===== config.mk =====
export PLATFORM = sky130hd
export DESIGN_NAME = dma_controller_mc
export DESIGN_NICKNAME = d
export VERILOG_FILES = /design/src/rtl/dma_controller_mc.sv
export SDC_FILE = /design/constraint.sdc
export NUM_CORES = 1
export LEC_CHECK = 0
export CAP_MARGIN = 20
export CORE_UTILIZATION = 55
export CTS_CLUSTER_SIZE = 28
export DETAILED_ROUTE_END_ITERATION = 8
export PLACE_DENSITY = 0.93
export RECOVER_POWER = 25
export SYNTH_ARGS = -nofsm -noshare
export SYNTH_HDL_FRONTEND = slang
export SYNTH_SLANG_ARGS = --single-unit

===== constraint.sdc =====
create_clock -name clk -period 8.9 [get_ports clk]
set_clock_uncertainty 0.1 [all_clocks]
set_input_delay 0.89 -clock clk [delete_from_list [all_inputs] [get_ports clk]]
set_output_delay 0.89 -clock clk [all_outputs]
set_load 0.01 [all_outputs]

===== src/rtl/dma_controller_mc.sv =====
// dma_controller_mc: multi-channel RAM<->DRAM DMA with round-robin arbitration per 32-bit word.
// Optional channel abort (CONTROL bit2) is compiled in with `define DMA_ABORT_EN.
module dma_controller_mc #(
  parameter int NUM_CH  = 2,
  parameter int COUNT_W = 16
) (
  input  logic        clk,
  input  logic        rst,
  input  logic        en,
  input  logic [15:0] addr,
  input  logic [15:0] data_in,
  input  logic        write_enable,
  output logic [15:0] data_out,
  output logic        dma_status,
  output logic        irq,
  output logic [15:0] ram_addr,
  input  logic [15:0] ram_data_in,
  output logic [15:0] ram_data_out,
  output logic        ram_we,
  output logic [23:0] dram_addr,
  input  logic [31:0] dram_data_in,
  output logic [31:0] dram_data_out,
  output logic        dram_req_read,
  output logic        dram_req_write,
  input  logic        dram_data_valid,
  input  logic        dram_write_complete
);
  localparam int CW = (NUM_CH > 1) ? $clog2(NUM_CH) : 1;
  localparam int GBASE = NUM_CH * 8;

  typedef enum logic [2:0] {
    IDLE, RAM_RD0, RAM_RD1, DRAM_WR,
    DRAM_RD, RAM_WR0, RAM_WR1, UPDATE
  } state_t;

  state_t state, state_nx;

  logic [COUNT_W-1:0] count [NUM_CH];
  logic [23:0]        periph [NUM_CH];
  logic [15:0]        lcl [NUM_CH];
  logic [NUM_CH-1:0]  dir, irq_en, busy, pending;
`ifdef DMA_ABORT_EN
  logic [NUM_CH-1:0]  abort_req;
`endif
  logic [CW-1:0] cur, last, gnt;
  logic          gnt_ok;
  logic [31:0]   buffer;
  logic          hi_ok;
  logic [15:0]   rd_val;
  logic          wr, rd;

  assign wr = en && write_enable;
  assign rd = en && !write_enable;
  assign dma_status = |busy;
  assign irq = |(pending & irq_en);

  // first busy channel strictly after the last one served
  always_comb begin
    gnt_ok = 1'b0;
    gnt = last;
    for (int i = 1; i <= NUM_CH; i++) begin
      if (!gnt_ok && busy[CW'((int'(last) + i) % NUM_CH)]) begin
        gnt_ok = 1'b1;
        gnt = CW'((int'(last) + i) % NUM_CH);
      end
    end
  end

  always_ff @(posedge clk or posedge rst) begin
    if (rst) state <= IDLE;
    else     state <= state_nx;
  end

  always_comb begin
    state_nx = state;
    unique case (state)
      IDLE:    if (gnt_ok) state_nx = dir[gnt] ? DRAM_RD : RAM_RD0;
      RAM_RD0: state_nx = RAM_RD1;
      RAM_RD1: state_nx = DRAM_WR;
      DRAM_WR: if (dram_write_complete) state_nx = UPDATE;
      DRAM_RD: if (dram_data_valid) state_nx = RAM_WR0;
      RAM_WR0: state_nx = RAM_WR1;
      RAM_WR1: state_nx = UPDATE;
      UPDATE:  state_nx = IDLE;
      default: state_nx = IDLE;
    endcase
  end

  always_comb begin
    ram_addr = '0;
    ram_data_out = '0;
    ram_we = 1'b0;
    dram_addr = '0;
    dram_data_out = '0;
    dram_req_read = 1'b0;
    dram_req_write = 1'b0;
    unique case (state)
      RAM_RD0: ram_addr = lcl[cur];
      RAM_RD1: ram_addr = lcl[cur] + 16'd1;
      DRAM_WR: begin
        ram_addr = lcl[cur] + 16'd1;
        dram_req_write = 1'b1;
        dram_addr = periph[cur];
        // high half arrives in the first DRAM_WR cycle, held afterwards
        dram_data_out = {hi_ok ? buffer[31:16] : ram_data_in, buffer[15:0]};
      end
      DRAM_RD: begin
        dram_req_read = 1'b1;
        dram_addr = periph[cur];
      end
      RAM_WR0: begin
        ram_addr = lcl[cur];
        ram_we = 1'b1;
        ram_data_out = buffer[15:0];
      end
      RAM_WR1: begin
        ram_addr = lcl[cur] + 16'd1;
        ram_we = 1'b1;
        ram_data_out = buffer[31:16];
      end
      default: ;
    endcase
  end

  always_comb begin
    rd_val = '0;
    for (int c = 0; c < NUM_CH; c++) begin
      if (addr[15:3] == 13'(c)) begin
        case (addr[2:0])
          3'd0: rd_val = 16'(count[c]);
          3'd1: rd_val = periph[c][15:0];
          3'd2: rd_val = {8'h00, periph[c][23:16]};
          3'd3: rd_val = lcl[c];
          3'd4: rd_val = {14'd0, irq_en[c], dir[c]};
          default: rd_val = '0;
        endcase
      end
    end
    if (addr == 16'(GBASE))     rd_val = 16'(busy);
    if (addr == 16'(GBASE + 1)) rd_val = 16'(pending);
  end

  always_ff @(posedge clk or posedge rst) begin
    if (rst) begin
      for (int c = 0; c < NUM_CH; c++) begin
        count[c]  <= '0;
        periph[c] <= '0;
        lcl[c]    <= '0;
      end
      dir      <= '0;
      irq_en   <= '0;
      busy     <= '0;
      pending  <= '0;
`ifdef DMA_ABORT_EN
      abort_req <= '0;
`endif
      cur      <= '0;
      last     <= CW'(NUM_CH - 1);
      buffer   <= '0;
      hi_ok    <= 1'b0;
      data_out <= '0;
    end else begin
      if (state == IDLE && gnt_ok) cur <= gnt;
      if (state == UPDATE) last <= cur;
      if (state == RAM_RD1) buffer[15:0] <= ram_data_in;
      if (state == DRAM_WR && !hi_ok) buffer[31:16] <= ram_data_in;
      hi_ok <= (state == DRAM_WR);
      if (state == DRAM_RD && dram_data_valid) buffer <= dram_data_in;
      if (rd) data_out <= rd_val;
      if (wr && addr == 16'(GBASE + 1))
        pending <= pending & ~data_in[NUM_CH-1:0];
      for (int c = 0; c < NUM_CH; c++) begin
        if (wr && addr[15:3] == 13'(c) && !busy[c]) begin
          case (addr[2:0])
            3'd0: count[c] <= COUNT_W'(data_in);
            3'd1: periph[c][15:0] <= data_in;
            3'd2: periph[c][23:16] <= data_in[7:0];
            3'd3: lcl[c] <= data_in;
            3'd4: begin
              dir[c] <= data_in[0];
              irq_en[c] <= data_in[1];
              if (count[c] != '0) busy[c] <= 1'b1;
              else                pending[c] <= 1'b1;
`ifdef DMA_ABORT_EN
              abort_req[c] <= 1'b0;
`endif
            end
            default: ;
          endcase
        end
        if (state == UPDATE && cur == CW'(c)) begin
          periph[c] <= periph[c] + 24'd1;
          lcl[c] <= lcl[c] + 16'd2;
          count[c] <= count[c] - COUNT_W'(1);
          if (count[c] == COUNT_W'(1)) begin
            busy[c] <= 1'b0;
            pending[c] <= 1'b1;
          end
`ifdef DMA_ABORT_EN
          else if (abort_req[c]) busy[c] <= 1'b0;
          abort_req[c] <= 1'b0;
`endif
        end
`ifdef DMA_ABORT_EN
        // an in-flight unit finishes first; a parked channel just drops busy
        if (wr && addr[15:3] == 13'(c) && addr[2:0] == 3'd4 &&
            busy[c] && data_in[2]) begin
          if ((state != IDLE && cur == CW'(c)) ||
              (state == IDLE && gnt_ok && gnt == CW'(c)))
            abort_req[c] <= 1'b1;
          else
            busy[c] <= 1'b0;
        end
`endif
      end
    end
  end
endmodule

# Word level (Yosys, flattened, before mapping)
# Index checks and enable logic that the tools add are counted.
[word_totals]
reg_bits = 174
in_bits = 86
out_inout_bits = 109
wordCells = 185
[op_classes]
add_sub_neg = 9
magnitude_cmp = 4
eq_ne = 19
mux = 75
bitwise_logic = 5
n_reduce_logical = 52
[op_table]
columns = ["operator", "count"]
rows = [
  ["two-way mux 16 bit", 21],
  ["two-way mux 24 bit", 8],
  ["case mux 16 bit (5 select lines)", 2],
  ["two-way mux 32 bit", 2],
  ["case mux 16 bit (2 select lines)", 2],
  ["adder 24 x 1 -> 24 bit (second input constant)", 2],
  ["two-way mux 1 bit", 33],
  ["adder 16 x 2 -> 16 bit (second input constant)", 2],
  ["== test 16 x 1 -> 1 bit (second input constant)", 2],
  ["== test 16 x 5 -> 1 bit (second input constant)", 2],
  ["nonzero test 16 bit", 2],
  ["subtractor 16 x 1 -> 16 bit (second input constant)", 2],
  ["case mux 3 bit (8 select lines)", 1],
  ["nonzero test 2 bit", 12],
  ["AND reduction 2 bit", 10],
  ["adder 16 x 1 -> 16 bit (second input constant)", 1],
  ["== test 3 bit (second input constant)", 5],
  ["== test 13 x 1 -> 1 bit (second input constant)", 1],
  ["logical AND 1 bit", 13],
  ["logical NOT 13 bit", 1],
  ["== test 3 x 2 -> 1 bit (second input constant)", 4],
  ["two-way mux 3 bit", 4],
  ["OR reduction 2 bit", 5],
  ["two-way mux 8 bit", 1],
  ["other kinds (15)", 26],
]

# Depth between registers and ports, before layout
[depth]
depth_word = 13
depth_mapped = 10
ltp_nobuf = 8

# Worst setup path before layout
# OpenSTA, ideal clock, no wires.
[synth_path]
path_kind = "flip-flop to output port"
start = "register cur"
end = "output port ram_addr[14]"
arrival_ns = 2.432
t_required_ns = 7.910
setup_slack_ns = 5.478
path_stages_with_launch = 11
n_path_buf = 3
path_cell_list = "dfrtp_1 -> buf_4 -> buf_6 -> clkbuf_1 -> mux2_2 -> ha_1 -> inv_1 -> a211oi_1 -> nand4_1 -> xnor2_1 -> o22ai_1"
[synth_between]
elab_chain_cells = 6
[synth_lines]
columns = ["item", "line_no", "source"]
rows = [
  ["start, declared", "45", "logic [CW-1:0] cur, last, gnt;"],
  ["start signal, assigned", "163", "if (state == IDLE && gnt_ok) cur <= gnt;"],
  ["NOT 1 -> 2 bit (implied by the code) (*)", "n/a", ""],
  ["two-way mux 16 bit (implied by the code) (*) (3 in series)", "n/a", ""],
  ["adder 16 x 1 -> 16 bit", "99, 101, 117", ""],
  ["case mux 16 bit (2 select lines) (*)", "97", "unique case (state)"],
  ["end, declared", "16", "output logic [15:0] ram_addr,"],
]
# Mark *: on every way between the ends. The rest lies on a longest branch, timed or not. The select of a mux whose other input is x is not followed.

# Worst setup path after layout
# Same ends and word-level chain as after synthesis.

==> run summary <==
pre-CTS setup slack -> 4.60 ns
Util after Layout -> 68.8%
Worst Path Max Fanout -> 56
area of the core -> 21200 um2
syn nets -> 1509
Synth cell types -> 81
leading cell type by number of instances after synthesis -> dfrtp_1
Detailed Place HPWL -> 31500 um
Max Slew Vio Count -> 157
Routed WL -> 44800 um
Tmin final -> 4.87 ns
Worst EP arrival -> 3.88 ns
clock root buffer -> clkbuf_16
first-pass GRT wire length -> 68300 um
Synth-to-Final Area Change -> 21.6%
worst IR drop on VDD -> 0.174 mV
Die H -> 150 um
die area -> 22400 um2
Final nets -> 1633
nature of the critical path endpoint -> primary output
Placed Cells -> 1792
Least-Margin Pin Slew -> 2.86 ns
Final Cycle Share -> 54.8%
fmax -> 205 MHz
critical path class -> reg2out
failing checks -> capacitance limit, slew limit
Post-Synth Simple-Gate Area -> 25.6%
area share of the largest cell type after synthesis -> 36.1%
number of flops mapped to enable cells by yosys -> 0
CTS Buffer Depth -> 2
vias in the first global route -> 12137
Row Count -> 53
largest net degree at the start of global routing -> 64
DR pass1 iterations -> 6
CP cell instances -> buf_4 > mux2i_1 > inv_1 > ha_1 > inv_1 > a211oi_1 > nand4_1 > xnor2_1 > o22ai_1 > clkdlybuf4s50_1
pwr/cell area -> 236 nW/um2
Req. time, crit path -> 7.91 ns
HP Class -> reg2reg
All-Layer GR Usage -> 40.5%
vias -> 12916
Worst setup SP type -> register
initial antenna violation count -> 1
unrepaired setup endpoints after global routing -> no
Setup Buffers After CTS -> 0
post-CTS sizing -> 0
ANT cells -> 0
Num CTS Buffers -> 17
MaxCap Viol Count -> 3
Synth Register Bits -> 174
Clock Latency Late Sink -> 0.45 ns
effective utilization at floorplan -> 56.6%
Ys Warns -> 0
CTS tree -> yes
ys flop type -> dfrtp_1
slowest CP cell -> a211oi_1
grt total ovfl -> 0
Final Hold Viols -> 0
Top Ports -> 195
endpoints failing setup -> 0
H-Tree Depth -> 4
post-synthesis adder-cell area fraction -> 1.15%
Post-Synthesis Cells -> 1412
Worst slew margin -> -91.7%
Syn Area/Cell -> 8.50 um2
outcome -> finished with violations
Synth top cells by count -> 173 x dfrtp_1, 153 x nor2_1, 127 x a21oi_1
WL/cell -> 24.6 um
largest family of logic cells by synthesized area -> simple AND/OR/NAND/NOR gates
share of cells above drive strength 1 -> 7.94%
Setup TNS Final -> 0 ns
sequential area share after synthesis -> 36.3%
FILL cells -> 1592
vias per inst -> 7.08
CP dominant cell by count -> inv_1
Num Clock Sinks -> 174
DRC Markers -> 0
multiplexer share of the synthesized area -> 10.0%
Post-DRT Antenna Nets -> 0
clk slew on worst S/H paths -> 0.08 ns
compound-cell area share of the yosys netlist -> 21.2%
CTS Hold Bufs -> 0
Die Width -> 150 um
Synth Area in XOR/XNOR -> 1.24%
LEAKAGE -> 5.62 nW
Port Buf Inserts -> 194
Cell Area, Synth -> 12000 um2
ys async rst share -> 100%
Yosys top cell by area -> dfrtp_1
crit-path max cell delay -> 0.67 ns
fin cells -> 1824
Synth area leaders -> dfrtp_1 36%, mux2i_1 6.9%, a21oi_1 5.3%
Placer Congestion -> 1.08
DRT iter0 DRCs -> 1877
setup ws final -> 4.03 ns
-- path summary, 6_finish.rpt --
| kind | startpoint | end | slack [ns] | cells past startpoint |
|---|---|---|---|---|
| max in group asynchronous | rst | cur | 4.61 | 4 |
| worst max register to register | cur | count[14] | 4.57 | 6 |
| worst min-delay path | data_out[11] | data_out[11] | 0.38 | 2 |
| min in group asynchronous | rst | data_out[10] | 1.61 | 2 |
| worst min register to register | data_out[11] | data_out[11] | 0.38 | 2 |
| worst max-delay path | cur | ram_addr[14] | 4.03 | 10 |
-- metrics by stage --
step                power, mW  hold slack [ns]  instance area (um2)
floorplan                1.96            0.353                12000
global placement         2.56            0.364                14000
detailed placement       2.62            0.373                14000
CTS                      3.40            0.390                14600
global route             3.60            0.406                14600
finish                   3.45            0.378                14600
-- logic make-up after synthesis --
family                     after synthesis
and+or+nand+nor                        590
AOI/OAI and AO/OA                      386
buffers and inverters                  130
adders and majority gates               11
xor gates and xnor gates                17
muxes                                  104
DFF                                    174
-- state kept, by name, indices dropped and copies added (netlist names), 2 cells and up --
register and count:
state 3, pending 2, lcl 32, irq_en 2, periph 48, count 32
data_out 16, buffer 32, dir 2, busy 2
-- placed cells by master (no fill, tap or decap), types with 23 or more instances in the layout --
cell             count
a21oi_1            126
and2_1              25
clkdlybuf4s50_1    176
dfrtp_1            172
inv_1               23
mux2i_1             83
nand2_1            118
nand3_1             75
nand4_1             37
nor2_1             153
nor2b_1             24
nor3_1              35
o21ai_0             73
-- per-layer routing --
layer	vias up	GRT usage (%)	wire (um)
li1	5539	-	-
met1	6047	50.1	15600
met2	1092	60.6	19400
met3	236	11.8	6550
met4	2	28.2	3200
met5	-	0	53
-- power by group --
| part | switching (mW) | internal [mW] | leakage (nW) |
|---|---|---|---|
| clock | 0.399 | 0.389 | 0.303 |
| sequential | 0.248 | 0.935 | 2.06 |
| combinational | 0.787 | 0.687 | 3.26 |
-- cell type report --
cell class	instances	area, um2	area share [%]
flip-flops and latches	174	4360	29.9
clock buffers	17	425	2.91
well taps	275	344	2.36
clock inverters	15	209	1.43
multi-input cells	1108	7110	48.7
inverters	24	91.3	0.626
repair buffers	211	2060	14.1
-- critical path: cells and delay by family, from the launching register on --
kind / cells / cell delay, ns
flops: 1 / 0.35
xor+xnor: 1 / 0.19
buf+inv: 4 / 1.37
simple gates: 1 / 0.22
mux: 1 / 0.33
fa+ha+maj: 1 / 0.18
compound gates: 2 / 0.81
(Power assumes the default switching activity.)
